==> src/rtl/rr_hold_arbiter.sv <==
// Registered round-robin arbiter with a per-grant hold limit.
// One requester owns the grant until it drops its request or has held it for
// MAX_HOLD consecutive cycles; the next owner is the lowest requesting bit
// strictly above the previous owner, wrapping to bit 0.
//
// Handshake: requests[i] is a level "valid" from requester i; grant[i] is the
// registered "ready/owner" answer. A requester owns the resource in every
// cycle its grant bit is high, and it releases the resource by dropping its
// request. Requests are not latched, so a request dropped before being
// granted is lost.
module rr_hold_arbiter #(
  parameter int WORD_WIDTH  = 4,
  parameter int INDEX_WIDTH = 2,
  parameter int MAX_HOLD    = 3,
  parameter int COUNT_WIDTH = 2
) (
  input  logic                   clock,
  input  logic                   clear,
  input  logic [WORD_WIDTH-1:0]  requests,
  output logic [WORD_WIDTH-1:0]  grant,
  output logic                   grant_valid,
  output logic [INDEX_WIDTH-1:0] grant_index
);

  typedef enum logic {IDLE = 1'b0, GRANTED = 1'b1} state_t;

  // state_q is the FSM state register, kept as a named enum for probing.
  state_t                 state_q, state_d;
  logic [WORD_WIDTH-1:0]  grant_q, grant_d;
  logic [WORD_WIDTH-1:0]  last_q, last_d;
  logic [COUNT_WIDTH-1:0] hold_count_q, hold_count_d;
  logic                   grant_valid_q;
  logic [INDEX_WIDTH-1:0] grant_index_q, index_d;

  localparam logic [WORD_WIDTH-1:0]  LAST_RESET = {1'b1, {(WORD_WIDTH-1){1'b0}}};
  localparam logic [COUNT_WIDTH-1:0] HOLD_LIMIT = COUNT_WIDTH'(MAX_HOLD);
  localparam logic [COUNT_WIDTH-1:0] COUNT_ONE  = COUNT_WIDTH'(1);

  // Lowest candidate above the previous owner, else lowest candidate, else
  // lowest requester (lets an excluded sole requester be granted again).
  function automatic logic [WORD_WIDTH-1:0] pick(
    input logic [WORD_WIDTH-1:0] req,
    input logic [WORD_WIDTH-1:0] excl,
    input logic [WORD_WIDTH-1:0] prev
  );
    logic [WORD_WIDTH-1:0] above;
    logic [WORD_WIDTH-1:0] cand;
    logic [WORD_WIDTH-1:0] m;
    above = ~((prev << 1) - WORD_WIDTH'(1));
    cand  = req & ~excl;
    m     = cand & above;
    if (m != '0)         pick = m & (-m);
    else if (cand != '0) pick = cand & (-cand);
    else                 pick = req & (-req);
  endfunction

  logic holder_req;
  logic release_now;
  logic expire_now;
  logic [WORD_WIDTH-1:0] next_pick;

  assign holder_req  = (requests & grant_q) != '0;
  assign release_now = !holder_req;
  assign expire_now  = (MAX_HOLD != 0) && (hold_count_q == HOLD_LIMIT) && holder_req;

  // Next-state, next-grant and hold counter decisions.
  always_comb begin
    state_d      = state_q;
    grant_d      = grant_q;
    last_d       = last_q;
    hold_count_d = hold_count_q;
    next_pick    = '0;
    case (state_q)
      IDLE: begin
        grant_d = '0;
        if (requests != '0) begin
          next_pick    = pick(requests, '0, last_q);
          grant_d      = next_pick;
          last_d       = next_pick;
          hold_count_d = COUNT_ONE;
          state_d      = GRANTED;
        end
      end
      GRANTED: begin
        if (release_now || expire_now) begin
          next_pick = pick(requests, grant_q, last_q);
          grant_d   = next_pick;
          if (next_pick != '0) begin
            last_d       = next_pick;
            hold_count_d = COUNT_ONE;
          end else begin
            hold_count_d = '0;
            state_d      = IDLE;
          end
        end else if ((MAX_HOLD != 0) && (hold_count_q < HOLD_LIMIT)) begin
          hold_count_d = hold_count_q + COUNT_ONE;
        end
      end
      default: begin
        state_d      = IDLE;
        grant_d      = '0;
        hold_count_d = '0;
      end
    endcase
  end

  // Binary encode of the one-hot next grant (0 when no grant).
  always_comb begin
    index_d = '0;
    for (int i = 0; i < WORD_WIDTH; i++) begin
      if (grant_d[i]) index_d = INDEX_WIDTH'(i);
    end
  end

  // State and registered outputs; clear forces everything to reset values.
  always_ff @(posedge clock or posedge clear) begin
    if (clear) begin
      state_q       <= IDLE;
      grant_q       <= '0;
      last_q        <= LAST_RESET;
      hold_count_q  <= '0;
      grant_valid_q <= 1'b0;
      grant_index_q <= '0;
    end else begin
      state_q       <= state_d;
      grant_q       <= grant_d;
      last_q        <= last_d;
      hold_count_q  <= hold_count_d;
      grant_valid_q <= (grant_d != '0);
      grant_index_q <= index_d;
    end
  end

  assign grant       = grant_q;
  assign grant_valid = grant_valid_q;
  assign grant_index = grant_index_q;

endmodule

==> config.mk <==
export PLATFORM = sky130hd
export DESIGN_NAME = rr_hold_arbiter
export DESIGN_NICKNAME = d
export VERILOG_FILES = /design/src/rtl/rr_hold_arbiter.sv
export SDC_FILE = /design/constraint.sdc
export NUM_CORES = 1
export LEC_CHECK = 0
export ABC_CLOCK_PERIOD_IN_PS = 2500
export CAP_MARGIN = 10
export CORE_MARGIN = 8
export CORE_UTILIZATION = 25
export CTS_CLUSTER_SIZE = 20
export DETAILED_ROUTE_END_ITERATION = 8
export PLACE_DENSITY_LB_ADDON = 0.12
export SYNTH_ARGS = -nofsm -noshare
export SYNTH_HDL_FRONTEND = slang
export SYNTH_SLANG_ARGS = --single-unit
==> constraint.sdc <==
create_clock -name clock -period 2.5 [get_ports clock]
set_input_delay 0.375 -clock clock [delete_from_list [all_inputs] [get_ports clock]]
set_output_delay 0.375 -clock clock [all_outputs]
set_load 0.01 [all_outputs]
---- Yosys cells after proc, flatten, opt, wreduce, memory -nomap -nowiden ----
Cells that the tools add are included.
cells by class
  multiplexer cells ....................... 24
  $lt $le $gt $ge ......................... 1
  add/sub/neg operators ................... 6
  bitwise gates (word level) .............. 11
  equality and inequality tests ........... 5
  reduce and logical (&&, ||, !) cells .... 12
operators with widths
  operator               number
  $and A4 B4 Y4          8
  $mux W4                7
  $reduce_bool A4 Y1     7
  $neg A4 Y4             4
  $mux W2                5
  $mux W3                3
  $not A4 Y4             2
  $pmux W4 S2            1
  $pmux W3 S2            1
  $mux W1                5
  $ne A2 B1 Y1 const B   2
  $pmux W2 S2            1
  $sub A4 B1 Y4 const B  1
  $ne A3 B1 Y1 const B   1
  $reduce_and A3 Y1      1
  $add A2 B1 Y2 const B  1
  $eq A2 B2 Y1 const B   1
  $lt A2 B2 Y1 const B   1
  $ne A2 B2 Y1 const B   1
  $pmux W1 S2            1
  $reduce_and A2 Y1      1
  $logic_and A1 B1 Y1    1
  $logic_not A1 Y1       1
  $logic_or A1 B1 Y1     1
  $not A1 Y1             1
storage, ports and cells
  word-level logic and storage cells ...... 65
  register bits after elaboration ......... 13
  bits of input ports ..................... 6
  output and inout port bits .............. 7

---- Depth between registers and ports, before layout ----
Gate-level depths: netlist (run 1).
  depth in word-level cells ............... 13
  gate-level depth with buffers ........... 7
  gate-level depth less buffers ........... 7

---- Worst setup path before layout (run 1) ----
OpenSTA, ideal clock, no wires.
  path kind ............................... flip-flop to flip-flop
  from .................................... register last_q[0]
  to ...................................... register grant_index_q[0] (netlist: grant_index[0])
  cell stages (with the launch flop) ...... 8
  path buffers ............................ 0
  period minus slack after synthesis ...... 1.700 ns
  required time ........................... 2.382 ns
  slack ................................... 0.800 ns
  arrival time ............................ 1.582 ns
  cell sequence ........................... dfrtp_1 inv_1 ha_1 xnor2_2 a221oi_2 a211oi_1 o21ai_2 a21o_1
between the ends
  word-level cells in the longest chain between the ends .. 13
  elaborated cells between the ends (all ways) .. 20
  classes of those cells .................. 3 x add/sub; 10 x mux; 5 x bitwise; 2 x reduce/logical
ends and longest elaborated chain
  what                    line  text
  start, declared         30    logic [WORD_WIDTH-1:0] last_q, last_d;
  start signal, assigned  127   last_q <= last_d;
  $sub A4 B1 Y4 *         49    above = ~((prev << 1) - WORD_WIDTH'(1));
  $not A4 Y4 *            49
  $and A4 B4 Y4           51    m = cand & above;
  $neg A4 Y4              52    if (m != '0) pick = m & (-m);
  $and A4 B4 Y4           52
  $mux W4                 52
  $mux W4                 85    if (release_now || expire_now) begin
  $mux W4                 73    case (state_q)
  $mux W4                 85
  $pmux W4 S2 *           73
  via grant_d[1]          29    logic [WORD_WIDTH-1:0] grant_q, grant_d;
  $mux W1 *               111   if (grant_d[i]) index_d = INDEX_WIDTH'(i);
  $mux W2 * (2 in a row)  111
  via index_d[0]          33    logic [INDEX_WIDTH-1:0] grant_index_q, index_d;
  end signal, assigned    130   grant_index_q <= index_d;
  end, declared           33
Mark *: on every way through the listed nets, which the timed path passes. The rest lies on a longest branch. The select of a mux whose other input is x is not followed.
A chain may end at the register's enable or synchronous reset.

---- Final worst setup path (run 1) ----
  from .................................... input port requests[1]
  to ...................................... register grant_index_q[1] (netlist: grant_index[1])
between the ends
  elaborated cells between the ends (all ways) .. 30
  classes of those cells .................. 4 x add/sub; 10 x mux; 8 x bitwise; 8 x reduce/logical
RTL lines
  what                                                line    text
  start, declared                                     19      input logic [WORD_WIDTH-1:0] requests,
  $and A4 B4 Y4                                       50      cand = req & ~excl;
  $neg A4 Y4 / $and A4 B4 Y4 (equally long branches)  53, 51
  $and A4 B4 Y4 / $neg A4 Y4 (equally long branches)  53, 52
  $mux W4 / $and A4 B4 Y4 (equally long branches)     53, 52
  $mux W4                                             52
  $mux W4                                             85
  $mux W4                                             73
  $mux W4                                             85
  $pmux W4 S2 *                                       73
  via grant_d[3]                                      29
  $mux W2 *                                           111
  via index_d[1]                                      33
Marked as above.

==> reports/qor.yml, run 1 <==
run_status:
  status: "completed"
worst_setup_path:
  critPathKind: "in -> reg"
  crit_path_start_kind: "input pin"
  crit_chain: "clkdlybuf4s50_1 -> nand2_2 -> a31o_4 -> a41o_1 -> o2bb2ai_2 -> nand3b_1"
  arrival_ns: 2.10
  cp_max_fo: 12
  critPathMaxStageDelay_ns: 0.72
  critical_path.slowest_cell: "clkdlybuf4s50_1"
  crit_required_ns: 2.61
  worstSetupEndpointType: "flip-flop"
sta:
  drv_slew: 0
  rsz0062_at_grt: "no"
  setup_viol: 0
  skew_ns: 0.0006921
  max_slew_margin_pct: 67.27
  setup_tns_ns: 0
  timing.final.crit_period_ns: 1.991
  period_share_pct: 79.65
  worst_pin_slew_ns: 0.4904
  fmax_mhz: 502.2
  hold_viol: 0
pwr:
  power-per-cell-area_nw_per_um2: 1132
  power.total_uw: 1289
  clock_power_share_pct: 14.2
  leakagePower_uw: 0.0004853
  p_comb_share_pct: 56.5
  ir_drop_v: 0.0004549
  net-switching-power_uw: 534.6
  internal_power_uw: 754.2
  power_frac_seq_pct: 29.3
  switching_share_pct: 41.48
placement:
  place_inst: 152
  port_buffers: 12
  hpwl_um: 1792
  place_congestion: 0.7868
drt:
  drt_iter0_markers: 37
  vias_per_cell: 4.949
  ant_nets: 0
  vias: 772
  detail_route.wl_per_cell_um: 14.77
  wirelength_um: 2304
  drc_errors: 0
  drtPass1Iterations: 4
clock_tree:
  cts_resized: 0
  cts.clk_slew.worst_paths_ns: 0.05
  cts_setup_buffers: 0
  cts_root_buf: "clkbuf_8"
  cts_buffers: 3
  clk_latency_ns: 0.24
  hold_buffers: 0
  clkSinkCount: 13
  cts_buffer_depth: 2
  cts_tree: "built"
  h-tree-depth: 1
synth:
  synth_compound_area_share_pct: 34.37
  ys_warn_count: 0
  syn_area_per_cell_um2: 9.876
  synthSimpleGateAreaFrac_pct: 17.39
  synth_edf_count: 0
  async_flop_share_pct: 100.0
  synth-xor-area-share_pct: 1.752
  synthMuxAreaShare_pct: 1.078
  ys_ff_latch: 13
  synth_top_family_by_area: "compound AO/OA/AOI/OAI gates"
  yosysSeqAreaShare_pct: 35.04
  yosys.area_share.adder_pct: 2.695
  synth_cell_types: 44
  synth_cells: 94
  synth.cell_area_um2: 928.4
  ys.flop_type: "dfrtp_1"
  syn_nets: 102
worst_hold_path:
  min_path_type: "in -> async"
floorplanning:
  io_pins: 13
  dieHeight_um: 76.94
  coreArea_um2: 3606
  rows: 22
  die_area_um2: 5920
  die_x_um: 76.94
  start_util_pct: 25.75
grt:
  grt_overflow_total: 0
  grt_max_degree: 14
  antenna_found_initial: 0
  grt.met2_usage_pct: 12.23
  use_met3_pct: 3.147
  grt_pass1_vias: 753
  use_met1_pct: 9.475
  track_usage_pct: 7.793
  busiest_layer: "met2"
  grt_pass1_wl_um: 3746
finish:
  area_growth_pct: 22.64
  post_route_cells_drive_above_1_share_pct: 17.59
  multiInputGateArea_um2: 531.8
  seqCellArea_um2: 325.3
  diodes: 0
  utilization_pct: 31.58
  layoutNonFillerInstCount: 156
  nets: 117
  fill_cells: 372
job:
  maxCapViolations: 0
## synthesized netlist by cell type (2+ instances only)
cell	count	share of area, %
dfrtp_1	13	35
inv_1	9	3.6
nand2_1	5	2.0
o21ai_0	5	2.7
buf_4	4	3.2
a211oi_1	3	2.4
a21oi_1	3	1.6
nand2b_1	3	2.0
nand3b_1	3	2.4
nor2_1	3	1.2
a31oi_1	2	1.3
and3_1	2	1.3
ha_1	2	2.7
nand2_2	2	1.3
nand3_1	2	1.1
nor2b_1	2	1.3
o211ai_1	2	1.6
o21ai_1	2	1.1
o31ai_1	2	1.6
## power groups by stage
stage / Sequential [uW] / Clock, uW / Combinational [uW]
finish: 378 / 183 / 728
CTS: 380 / 192 / 726
floorplan: 373 / 0 / 518
global route: 389 / 204 / 786
detailed placement: 382 / 0 / 722
global placement: 388 / 0 / 734
## worst paths after layout
| check | to | slack (ns) | start | cells past startpoint |
|---|---|---|---|---|
| max in group asynchronous | grant[1] | 1.71 | clear | 2 |
| min in group clock | hold_count_q[1] | 0.54 | hold_count_q[1] | 2 |
| setup reg to reg | grant_index[1] | 0.51 | last_q[0] | 7 |
| hold reg to reg | hold_count_q[1] | 0.54 | hold_count_q[1] | 2 |
| setup / recovery | grant_index[1] | 0.51 | requests[1] | 6 |
| hold / removal | grant[3] | 0.45 | clear | 2 |
## flip-flops by register name (all words and copies together) (netlist names)
register and flops:
grant 4, grant_index 2, hold_count_q 2, state_q 1, grant_valid 1, last_q 3
## area by class of cell
type	count	area share (%)
clock buffer	4	3.956
sequential	13	28.57
inverter	9	2.967
tap	48	5.275
timing repair buffer	15	12.53
multi-input combinational	67	46.70
## worst max-delay path, delay by kind of cell
kind,cells,cell delay (ns)
buf+inv,1,0.72
simple gates,2,0.32
compound gates,3,0.67
## logic make-up after synthesis
group	count (synthesis)
compound gates	36
xor+xnor	1
fa+ha+maj	2
buf+inv	14
flops	13
mux	1
simple gates	27
## layer usage
layer	wire length (um)	up-vias
met5	0	-
met4	42	0
met3	70	6
met2	1087	8
met1	1104	375
li1	-	383
## through the flow
step                hold WS (ns)  worst slack (ns)  cell area [um2]
floorplan                 0.2520            0.8001            928.4
global placement          0.5254            0.2628             1094
detailed placement        0.5316            0.2650             1094
CTS                       0.4687            0.5204             1139
global route              0.4989            0.3985             1139
finish                    0.4550            0.5087             1139
## placed cells by master, fill, tap and decap left out, types with 2 or more instances in the layout
| master | count |
|---|---|
| nand3b_1 | 3 |
| o31ai_1 | 2 |
| inv_1 | 9 |
| nor2b_1 | 2 |
| a211oi_1 | 3 |
| buf_4 | 3 |
| and3_1 | 2 |
| nor2_1 | 3 |
| dfrtp_1 | 13 |
| o21ai_0 | 5 |
| clkdlybuf4s50_1 | 12 |
| nand2_2 | 2 |
| a21oi_1 | 3 |
| o21ai_1 | 2 |
| nand2_1 | 5 |
| clkbuf_8 | 3 |
| o211ai_1 | 2 |
| nand3_1 | 2 |
| ha_1 | 2 |
| a31oi_1 | 2 |
| nand2b_1 | 3 |
No activity file was read; power rests on OpenSTA's default activity.
==> inputs of run 2 (changes only) <==
Settings changed: ABC_CLOCK_PERIOD_IN_PS 2500 to 1900.
Clock period 2.5 ns to 1.9 ns, I/O delays scaled along.
==> reports/qor.yml, run 2 (synthesis results as in run 1) <==
sta:
  skew_ns: 0.002945
  holdWs_ns: 0.3794
  max_slew_margin_pct: 66.83
  timing.final.crit_period_ns: 1.809
  period_share_pct: 95.23
  hold_viol: 0
  setup_slack_ns: 0.09066
  setup_tns_ns: 0
  fmax_mhz: 552.7
  worst_pin_slew_ns: 0.4971
  setup_viol: 0
  drv_slew: 0
  rsz0062_at_grt: "no"
worst_setup_path:
  r2r-start: "last_q[0]"
  r2r-end: "grant_index[1]"
  startpoint: "requests[1]"
  crit_path_start_kind: "input pin"
  critPathKind: "in -> reg"
  worstSetupEndpointType: "flip-flop"
  r2r_slack_ns: 0.15
  cp_max_fo: 9
  crit_required_ns: 2.07
  reg2reg_depth: 7
  arrival_ns: 1.98
finish:
  layoutNonFillerInstCount: 165
  multiInputGateArea_um2: 559.3
  final_cell_mix: "13 x dfrtp_1, 12 x clkdlybuf4s50_1, 12 x buf_4"
  layout.cells.most_common: "dfrtp_1"
  utilization_pct: 34.21
  area_growth_pct: 32.88
  largest_reg_flops: 4
  seqCellArea_um2: 325.3
  fill_cells: 374
  diodes: 0
  post_route_cells_drive_above_1_share_pct: 25.64
  nets: 126
grt:
  grt_pass1_vias: 851
  track_usage_pct: 8.319
  grt_overflow_total: 0
  grt_pass1_wl_um: 4133
  grt_max_degree: 14
  antenna_found_initial: 0
placement:
  place_ws_ns: -0.1410
  place_inst: 161
  place_congestion: 0.7961
  port_buffers: 12
  hpwl_um: 1881
clock_tree:
  clkSinkCount: 13
  h-tree-depth: 1
  cts.clk_slew.worst_paths_ns: 0.05
  cts_setup_buffers: 0
  clk_latency_ns: 0.24
  cts_root_buf: "clkbuf_8"
  cts_buffers: 3
  hold_buffers: 0
  cts_buffer_depth: 2
  cts_tree: "built"
  cts_resized: 0
floorplanning:
  io_pins: 13
  dieHeight_um: 76.94
  coreArea_um2: 3606
  rows: 22
  die_x_um: 76.94
  start_util_pct: 25.75
  die_area_um2: 5920
pwr:
  power_frac_seq_pct: 26.3
  power-per-cell-area_nw_per_um2: 1494
  p_comb_share_pct: 60.8
  clock_power_share_pct: 13.0
  net-switching-power_uw: 744.9
  internal_power_uw: 1098
  leakagePower_uw: 0.0005314
  switching_share_pct: 40.42
  ir_drop_v: 0.0003845
drt:
  wirelength_um: 2330
  ant_nets: 0
  detail_route.wl_per_cell_um: 14.12
  drtPass1Iterations: 4
  drc_errors: 0
  vias: 792
  vias_per_cell: 4.800
  drt_iter0_markers: 24
run_status:
  status: "completed"
job:
  maxCapViolations: 0
worst_hold_path:
  min_path_type: "in -> async"
## run 2: worst max path at each step
stage                          end  slack, ns  cells after the start
floorplan           grant_index[0]       0.20                      7
global placement    grant_index[0]      -0.15                      6
detailed placement  grant_index[1]      -0.14                      7
CTS                 grant_index[1]      0.001                      7
global route        grant_index[0]     0.0006                      6
finish              grant_index[1]       0.09                      7
## run 2: power groups by stage
stage / Combinational, uW / Clock, uW / Sequential, uW
4_1_cts: 1060 / 252 / 481
6_report: 1120 / 239 / 484
3_3_place_gp: 1070 / 0 / 484
5_1_grt: 1230 / 259 / 502
2_1_floorplan: 681 / 0 / 491
3_5_place_dp: 1050 / 0 / 486
## run 2: cell type report
class,instances,area share (%)
inverter,9,2.738
timing repair buffer,24,17.04
sequential,13,26.37
multi-input combinational,67,45.33
clock buffer,4,3.651
tap,48,4.868
## run 2: through the flow
stage               area [um2]  power (uW)
floorplan                928.4        1172
detailed placement        1161        1534
global route              1234        1994
finish                    1234        1843
global placement          1161        1558
CTS                       1206        1789
## run 2: layer usage
layer	GRT usage, %	vias up	share of wire, %
met5	0	-	0
met4	1.154	0	0.21
met3	2.564	2	3.3
met2	14.27	8	50
met1	10.07	381	46
li1	-	401	-
## run 2: critical path: stages
cell	delay, ns
clkdlybuf4s50_1	0.57
buf_4	0.23
a21oi_1	0.17
a21boi_0	0.29
nand2_1	0.11
o2bb2ai_2	0.19
nand3b_1	0.13
